**src/rtl/mem_loader_pkg.sv**
```systemverilog
// Shared definitions for the byte-stream RAM loader and the RAM it drives:
// default bus widths and the loader state encoding.
package mem_loader_pkg;

    localparam int ADDR_W_DEF = 8;
    localparam int DATA_W_DEF = 16;
    localparam int BYTE_W     = 8;

    typedef enum logic [2:0] {
        IDLE,
        LO,
        HI,
        WRITE,
        RD,
        RDW,
        DONE
    } state_t;

endpackage

```
**src/rtl/mem_loader_byte_packer.sv**
```systemverilog
// Assembles two stream bytes into one RAM word, low byte first; each half
// updates on the edge its enable is high. No latency beyond that edge; no backpressure.
module byte_packer
    import mem_loader_pkg::*;
(
    input  logic                  clk,
    input  logic                  rst_n,
    input  logic [BYTE_W-1:0]     byte_in,
    input  logic                  lo_en,
    input  logic                  hi_en,
    output logic [2*BYTE_W-1:0]   word
);

    always_ff @(posedge clk or negedge rst_n) begin
        if (!rst_n) begin
            word <= '0;
        end else begin
            if (lo_en) word[BYTE_W-1:0]        <= byte_in;
            if (hi_en) word[2*BYTE_W-1:BYTE_W] <= byte_in;
        end
    end

endmodule

```
**src/rtl/mem_loader.sv**
```systemverilog
// Loads a byte stream into a dual-port RAM as 16-bit words, and serves single reads.
// 3 cycles/word, load of n words ends 3n+1 cycles after start; read data 2 cycles after rd_req; byte_ready only in LO/HI.
module mem_loader
    import mem_loader_pkg::*;
#(
    parameter int ADDR_W = ADDR_W_DEF,
    parameter int DATA_W = DATA_W_DEF
) (
    input  logic              clk,
    input  logic              rst_n,
    input  logic              start,
    input  logic [ADDR_W-1:0] word_cnt,
    input  logic [7:0]        byte_in,
    input  logic              byte_valid,
    output logic              byte_ready,
    input  logic              rd_req,
    input  logic [ADDR_W-1:0] rd_addr,
    output logic [DATA_W-1:0] rd_data,
    output logic              rd_valid,
    output logic [DATA_W-1:0] mem_dat_in,
    output logic [ADDR_W-1:0] mem_addr,
    output logic              wr,
    output logic              rd,
    output logic              init,
    input  logic [DATA_W-1:0] mem_dat_out,
    output logic              busy,
    output logic              done
);

    state_t            state, state_nxt;
    logic [ADDR_W-1:0] addr, addr_nxt;
    logic [ADDR_W-1:0] last, last_nxt;
    logic [ADDR_W-1:0] mem_addr_nxt;
    logic              lo_en, hi_en;
    logic [15:0]       word;

    byte_packer u_packer (
        .clk     (clk),
        .rst_n   (rst_n),
        .byte_in (byte_in),
        .lo_en   (lo_en),
        .hi_en   (hi_en),
        .word    (word)
    );

    assign mem_dat_in = DATA_W'(word);
    assign rd_data    = mem_dat_out;

    always_comb begin
        state_nxt    = state;
        addr_nxt     = addr;
        last_nxt     = last;
        mem_addr_nxt = mem_addr;
        lo_en        = 1'b0;
        hi_en        = 1'b0;
        case (state)
            IDLE: begin
                if (start) begin
                    state_nxt = LO;
                    addr_nxt  = '0;
                    last_nxt  = word_cnt;
                end else if (rd_req) begin
                    state_nxt    = RD;
                    mem_addr_nxt = rd_addr;
                end
            end
            LO: begin
                if (byte_valid) begin
                    lo_en     = 1'b1;
                    state_nxt = HI;
                end
            end
            HI: begin
                if (byte_valid) begin
                    hi_en        = 1'b1;
                    mem_addr_nxt = addr;
                    state_nxt    = WRITE;
                end
            end
            WRITE: begin
                // Stop on the last word rather than incrementing, so 255 never wraps to 0.
                if (addr == last) begin
                    state_nxt = DONE;
                end else begin
                    addr_nxt  = addr + ADDR_W'(1);
                    state_nxt = LO;
                end
            end
            RD:      state_nxt = RDW;
            RDW:     state_nxt = IDLE;
            DONE:    state_nxt = IDLE;
            default: state_nxt = IDLE;
        endcase
    end

    // Strobes are registered from the next state so they align with the state they describe.
    always_ff @(posedge clk or negedge rst_n) begin
        if (!rst_n) begin
            state      <= IDLE;
            addr       <= '0;
            last       <= '0;
            mem_addr   <= '0;
            wr         <= 1'b0;
            rd         <= 1'b0;
            init       <= 1'b0;
            byte_ready <= 1'b0;
            rd_valid   <= 1'b0;
            done       <= 1'b0;
            busy       <= 1'b0;
        end else begin
            state      <= state_nxt;
            addr       <= addr_nxt;
            last       <= last_nxt;
            mem_addr   <= mem_addr_nxt;
            wr         <= (state_nxt == WRITE);
            rd         <= (state_nxt == RD);
            init       <= (state_nxt == WRITE) || (state_nxt == RD);
            byte_ready <= (state_nxt == LO) || (state_nxt == HI);
            rd_valid   <= (state_nxt == RDW);
            done       <= (state_nxt == DONE);
            busy       <= (state_nxt != IDLE);
        end
    end

endmodule

```
**config.mk**
```make
export PLATFORM = sky130hd
export DESIGN_NAME = mem_loader
export DESIGN_NICKNAME = d
export VERILOG_FILES = /design/src/rtl/mem_loader_pkg.sv /design/src/rtl/mem_loader_byte_packer.sv /design/src/rtl/mem_loader.sv
export SDC_FILE = /design/constraint.sdc
export NUM_CORES = 1
export LEC_CHECK = 0
export CAP_MARGIN = 20
export CELL_PAD_IN_SITES_DETAIL_PLACEMENT = 1
export CELL_PAD_IN_SITES_GLOBAL_PLACEMENT = 1
export CORE_UTILIZATION = 30
export DETAILED_ROUTE_END_ITERATION = 10
export GPL_ROUTABILITY_DRIVEN = 1
export PLACE_DENSITY_LB_ADDON = 0.08
export SLEW_MARGIN = 25
export SYNTH_ARGS = -nofsm -noshare
export SYNTH_HDL_FRONTEND = slang
export SYNTH_SLANG_ARGS = --single-unit
export TNS_END_PERCENT = 1
```
**constraint.sdc**
```tcl
create_clock -name clk -period 1.47 [get_ports clk]
set_input_delay 0.441 -clock clk [delete_from_list [all_inputs] [get_ports clk]]
set_output_delay 0.441 -clock clk [all_outputs]
set_load 0.01 [all_outputs]
```
# Word level (Yosys, flattened, before mapping)
# Cells that the tools add are included.
[word_totals] out_inout_bits=47 regBits=50
[classes] eq_ne=16 n_reduce_logical=9 mux=16 n_addsub=1
[op_table] operator="two-way mux 8 bit" n=5
[op_table] operator="one-hot mux 8 bit (2 select lines)" n=2
[op_table] operator="two-way mux 3 bit" n=5
[op_table] operator="one-hot mux 3 bit (5 select lines)" n=1
[op_table] operator="== test 3 x 2 -> 1 bit (second input constant)" n=4
[op_table] operator="== test 3 bit (second input constant)" n=4
[op_table] operator="!= test 2 bit (second input constant)" n=5
[op_table] operator="adder 8 x 1 -> 8 bit (second input constant)" n=1
[op_table] operator="== test 8 bit" n=1
[op_table] operator="== test 3 x 1 -> 1 bit (second input constant)" n=2
[op_table] operator="AND reduction 4 bit" n=1
[op_table] operator="nonzero test 2 bit" n=2
[op_table] operator="logical NOT 3 bit" n=1
[op_table] operator="two-way mux 1 bit" n=3
[op_table] operator="AND reduction 3 bit" n=1
[op_table] operator="nonzero test 3 bit" n=1
[op_table] operator="logical OR 1 bit" n=2
[op_table] operator="AND reduction 2 bit" n=1

# Depth between registers and ports, before layout
[depth] word_depth=5 mapped_depth=6 mapped_depth_nobuf=5

# By module
# A second synthesis with hierarchy kept.
[unflattened] cells_unflattened=197 area_unflattened_um2=2423.6
[modules_own_cells] mod="mem_loader" area_each_um2=1760.4 instances=1 seq_area_each_um2=850.8 cells_per_inst=163
[modules_own_cells] mod="byte_packer" area_each_um2=663.1 instances=1 seq_area_each_um2=400.4 cells_per_inst=34

# Worst setup path after synthesis
# OpenSTA, ideal clock, no wires.
[synth_timing] path_type="input to register" start="input port start" end="register mem_addr[0]" stages=5 path_slack_ns=-0.064 arrival_time_ns=1.412 cell_sequence="or3b_1 > a211o_4 > buf_6 > nand2_1 > o21ai_1"
[synth_via] elab_chain_len=2
[synth_lines] element="from (decl)" line="mem_loader.sv:11" text="input logic start,"
[synth_lines] element="!= test 2 bit (no source line)"
[synth_lines] element="AND reduction 4 bit (no source line)"
[synth_lines] element="to (signal assigned)" line="mem_loader.sv:114" text="mem_addr <= mem_addr_nxt;"
[synth_lines] element="to (decl)" line="mem_loader.sv:21" text="output logic [ADDR_W-1:0] mem_addr,"
# No other way between the ends.
# A chain may end at the register's enable or synchronous reset.

# Worst setup path in the final report
[layout_timing] start="register state[1]" end="register mem_addr[1]"
[layout_via] elab_chain_len=3 word_cells_on_any_way=8
[layout_lines] element="from (decl)" line="mem_loader.sv:30" text="state_t state, state_nxt;"
[layout_lines] element="from (signal assigned)" line="mem_loader.sv:111" text="state <= state_nxt;"
[layout_lines] element="== test 3 x 2 -> 1 bit / logical NOT 3 bit (equally long branches)" line="mem_loader.sv:56" text="case (state)"
[layout_lines] element="!= test 2 bit (no source line) / nonzero test 2 bit (equally long branches)"
[layout_lines] element="AND reduction 4 bit (no source line)"
# Several ways; a longest one is shown, not always the timed one.

==> run_results.csv <==
group,metric,value,unit
outcome,outcome,"complete, no violations",
cts,cts_buffers,5,
synth,synthTopCellsByArea,"dfrtp_1, mux2_2, mux2i_1",
synth,synth_fp_nets,246,
timing,skew,0.00834,ns
cts,cts_root_buf,"clkbuf_8",
place,place_congestion,0.740,
job,cap_violations,0,
floorplanning,coreArea,7730,sq um
final_layout,synthToLayoutAreaGrowth,42.7,%
final_layout,nFillCells,842,
timing,max_slew.worst_pin.slew,0.283,ns
global_route,grt_pass1_vias,1864,
floorplanning,initial_utilization,0.309,
worst_setup_path,crit_arrival,1.67,ns
synth,synth_top_family_by_area,"multiplexers",
cts,clk_latency,0.31,ns
place,io_buffers,59,
pwr,p_leak,1.52,nW
synth,synth-simple-area-share,0.118,
global_route,grt_pass1_wl,9.42,mm
cts,htreeDepth,2,
timing,setup_violations,0,
synth,synth_xor_area_frac,0.0294,
worst_setup_path,cp-startpoint,"state[1]$_DFF_PN0_",
timing,setup_tns,0,ns
pwr,p_clk_frac,0.135,
floorplanning,std_cell_rows,32,
floorplanning,die_x,91.2,microns
pwr,vdd_ir_drop_max,0.633,mV
synth,synth_fa_ha_area_frac,0.00524,
pwr,power_frac_comb,0.482,
final_layout,final_common_cell,"dfrtp_1",
pwr,fin_total_pwr,6.08,mW
pwr,switching_power,2.15,mW
detailed_routing,vias,1793,
synth,yosys.cell_types.count,38,
timing,clock.fmax,0.684,GHz
pwr,switching_share,0.353,
detailed_routing,finalWirelength,5.79,mm
timing,final_max_slew_viol_count,0,
pwr,pwr-share-seq,0.383,
synth,seq_area_frac_synth,0.524,
place,place_area,3180,sq um
detailed_routing,drt-vias-per-instance,4.77,
detailed_routing,antenna_left,0,
synth,yosys_register_bits,50,
floorplanning,die_area,8320,sq um
cts,cts_tree,"yes",
synth,ys.warnings.count,0,
synth,syn_area_per_cell,11.9,sq um
synth,synth-compound-area-share,0.0624,
pwr,p_int,3.93,mW
place,dp_slack,-0.568,ns
worst_setup_path,worstReg2RegStart,"state[1]$_DFF_PN0_",
detailed_routing,drc_errors,0,
floorplanning,top_level_ports,92,
worst_setup_path,cp-end-kind,"register",
timing,period_share,0.995,
worst_setup_path,required,1.68,ns
cts,clock_sinks,50,
final_layout,nNetsFinal,319,
timing,fin_crit,1.46,ns
final_layout,drive_gt1_frac,0.332,
timing,setup_ws,0.00738,ns
place,hpwl,3.87,mm
worst_setup_path,path_max_fanout,5,
worst_setup_path,crit_path_start_kind,"register",
worst_setup_path,criticalPathCategory,"register to register",
min_path,worstHoldPathType,"primary input to asynchronous set/reset pin",
global_route,antenna_found_initial,0,
final_layout,fin_area,3410,sq um
timing,relSlewSlack,0.811,
detailed_routing,drtIter0Drc,44,
global_route,grt_overflow_total,0,
synth,netlist_area,2390,sq um
global_route,grt_max_degree,51,
floorplanning,fp.dieH,91.2,microns
timing,hold_viol_final,0,
cts,cts_max_path_buffers,2,
synth,synth_cells,200,
cts,cts_hold_buf,0,
synth,synth_top_area_frac,0.524,
pwr,p_per_area,1780,nW/um^2
cts,cts_setup_buffers,0,
detailed_routing,wl_per_cell,15.4,microns
timing,rsz0062_at_grt,"yes",
detailed_routing,dr.pass1.iters,4,
final_layout,final_cell_mix,"dfrtp_1, clkdlybuf4s50_1, buf_4, dlygate4sd2_1, mux2_2",
synth,synth_top_area_cell,"dfrtp_1",
synth,synth_mux_area_frac,0.184,
global_route,track_usage,0.146,
final_layout,diodes,0,
cts,clk_pin_slew,0.10,ns
final_layout,final_util,0.441,
-- sequential cells by signal, indices dropped and copies added (netlist names) --
signal,cells
byte_ready,1
u_packer.word,16
rd_valid,1
addr,8
wr,1
state,3
done,1
rd,1
busy,1
last,8
mem_addr,8
init,1
-- worst max-delay path, stage by stage, from the launching register on --
cell	delay [ns]
dfrtp_1	0.43
or3b_4	0.43
a211o_4	0.38
nand2_1	0.08
o21ai_2	0.05
-- cell usage after synthesis (all sizes together) --
library cell,count
nand2,19
o221ai,1
nand4,2
nor3,4
a211o,1
nor4bb,1
dfrtp,50
o21ba,1
and3,1
nor2,9
a311oi,1
inv,4
nor3b,2
nand3,2
xnor2,8
mux2i,17
and2,1
mux2,24
nand2b,2
or3b,1
o21a,1
buf,24
nand4b,1
or2,1
ha,1
o21ai,17
o31ai,1
nand3b,3
-- layout make-up --
| class | count | area (sq um) | area share |
|---|---|---|---|
| flip-flops and latches | 50 | 1250 | 0.368 |
| multi-input cells | 125 | 1110 | 0.325 |
| clock inverters | 3 | 21.3 | 0.00625 |
| well taps | 102 | 128 | 0.0375 |
| repair buffers | 87 | 812 | 0.238 |
| inverters | 4 | 15.0 | 0.00441 |
| clock buffers | 5 | 68.8 | 0.0202 |
-- kinds of logic (layout without fill, tap and decap cells) --
logic type               count (synthesis)  count (layout)
buffers and inverters                   28              99
AO/OA/AOI/OAI                           23              25
flip-flops                              50              50
XOR/XNOR                                 8               8
multiplexers                            41              41
adder cells (fa/ha/maj)                  1               1
AND/OR/NAND/NOR                         49              50
-- worst paths after layout --
kind / slack, ns / cells after the start / endpoint
worst min-delay path: 0.1 / 2 / u_packer.word[11]$_DFFE_PN0P_
min in group clk: 0.51 / 1 / u_packer.word[4]$_DFFE_PN0P_
worst max-delay path: 0.007 / 4 / mem_addr[1]$_DFFE_PN0P_
worst min register to register: 0.51 / 1 / u_packer.word[4]$_DFFE_PN0P_
worst max register to register: 0.007 / 4 / mem_addr[1]$_DFFE_PN0P_
max in group asynchronous: 1.10 / 2 / state[2]$_DFF_PN0_
-- per-stage QoR --
stage / instances / hold slack (ns)
after floorplan: 200 / 0.145
after global placement: 364 / 0.457
after detailed placement: 364 / 0.456
after CTS: 373 / 0.115
after global routing: 376 / 0.129
final: 376 / 0.0953
-- power by group through the flow --
stage	registers (mW)	clock network [mW]	logic, mW
floorplan	2.42	0	1.35
global placement	2.30	0	2.83
detailed placement	2.32	0	2.87
CTS	2.27	0.855	2.67
global route	2.41	0.910	3.21
finish	2.33	0.820	2.93
-- metal layers --
metal	routed length [microns]	share of wire	GRT usage	up-vias
met1	2510	0.43	0.178	900
li1	-	-	-	825
met2	2890	0.50	0.247	56
met4	121	0.021	0.0608	0
met3	264	0.046	0.0352	12
met5	0	0	0	-
-- what timing repair did --
action | in CTS | in global routing
setup endpoints to repair | 58 | 47
gates cloned | 1 | 3
resized for setup | 40 | 44
pin swaps | 7 | 9
(Power assumes the default switching activity.)
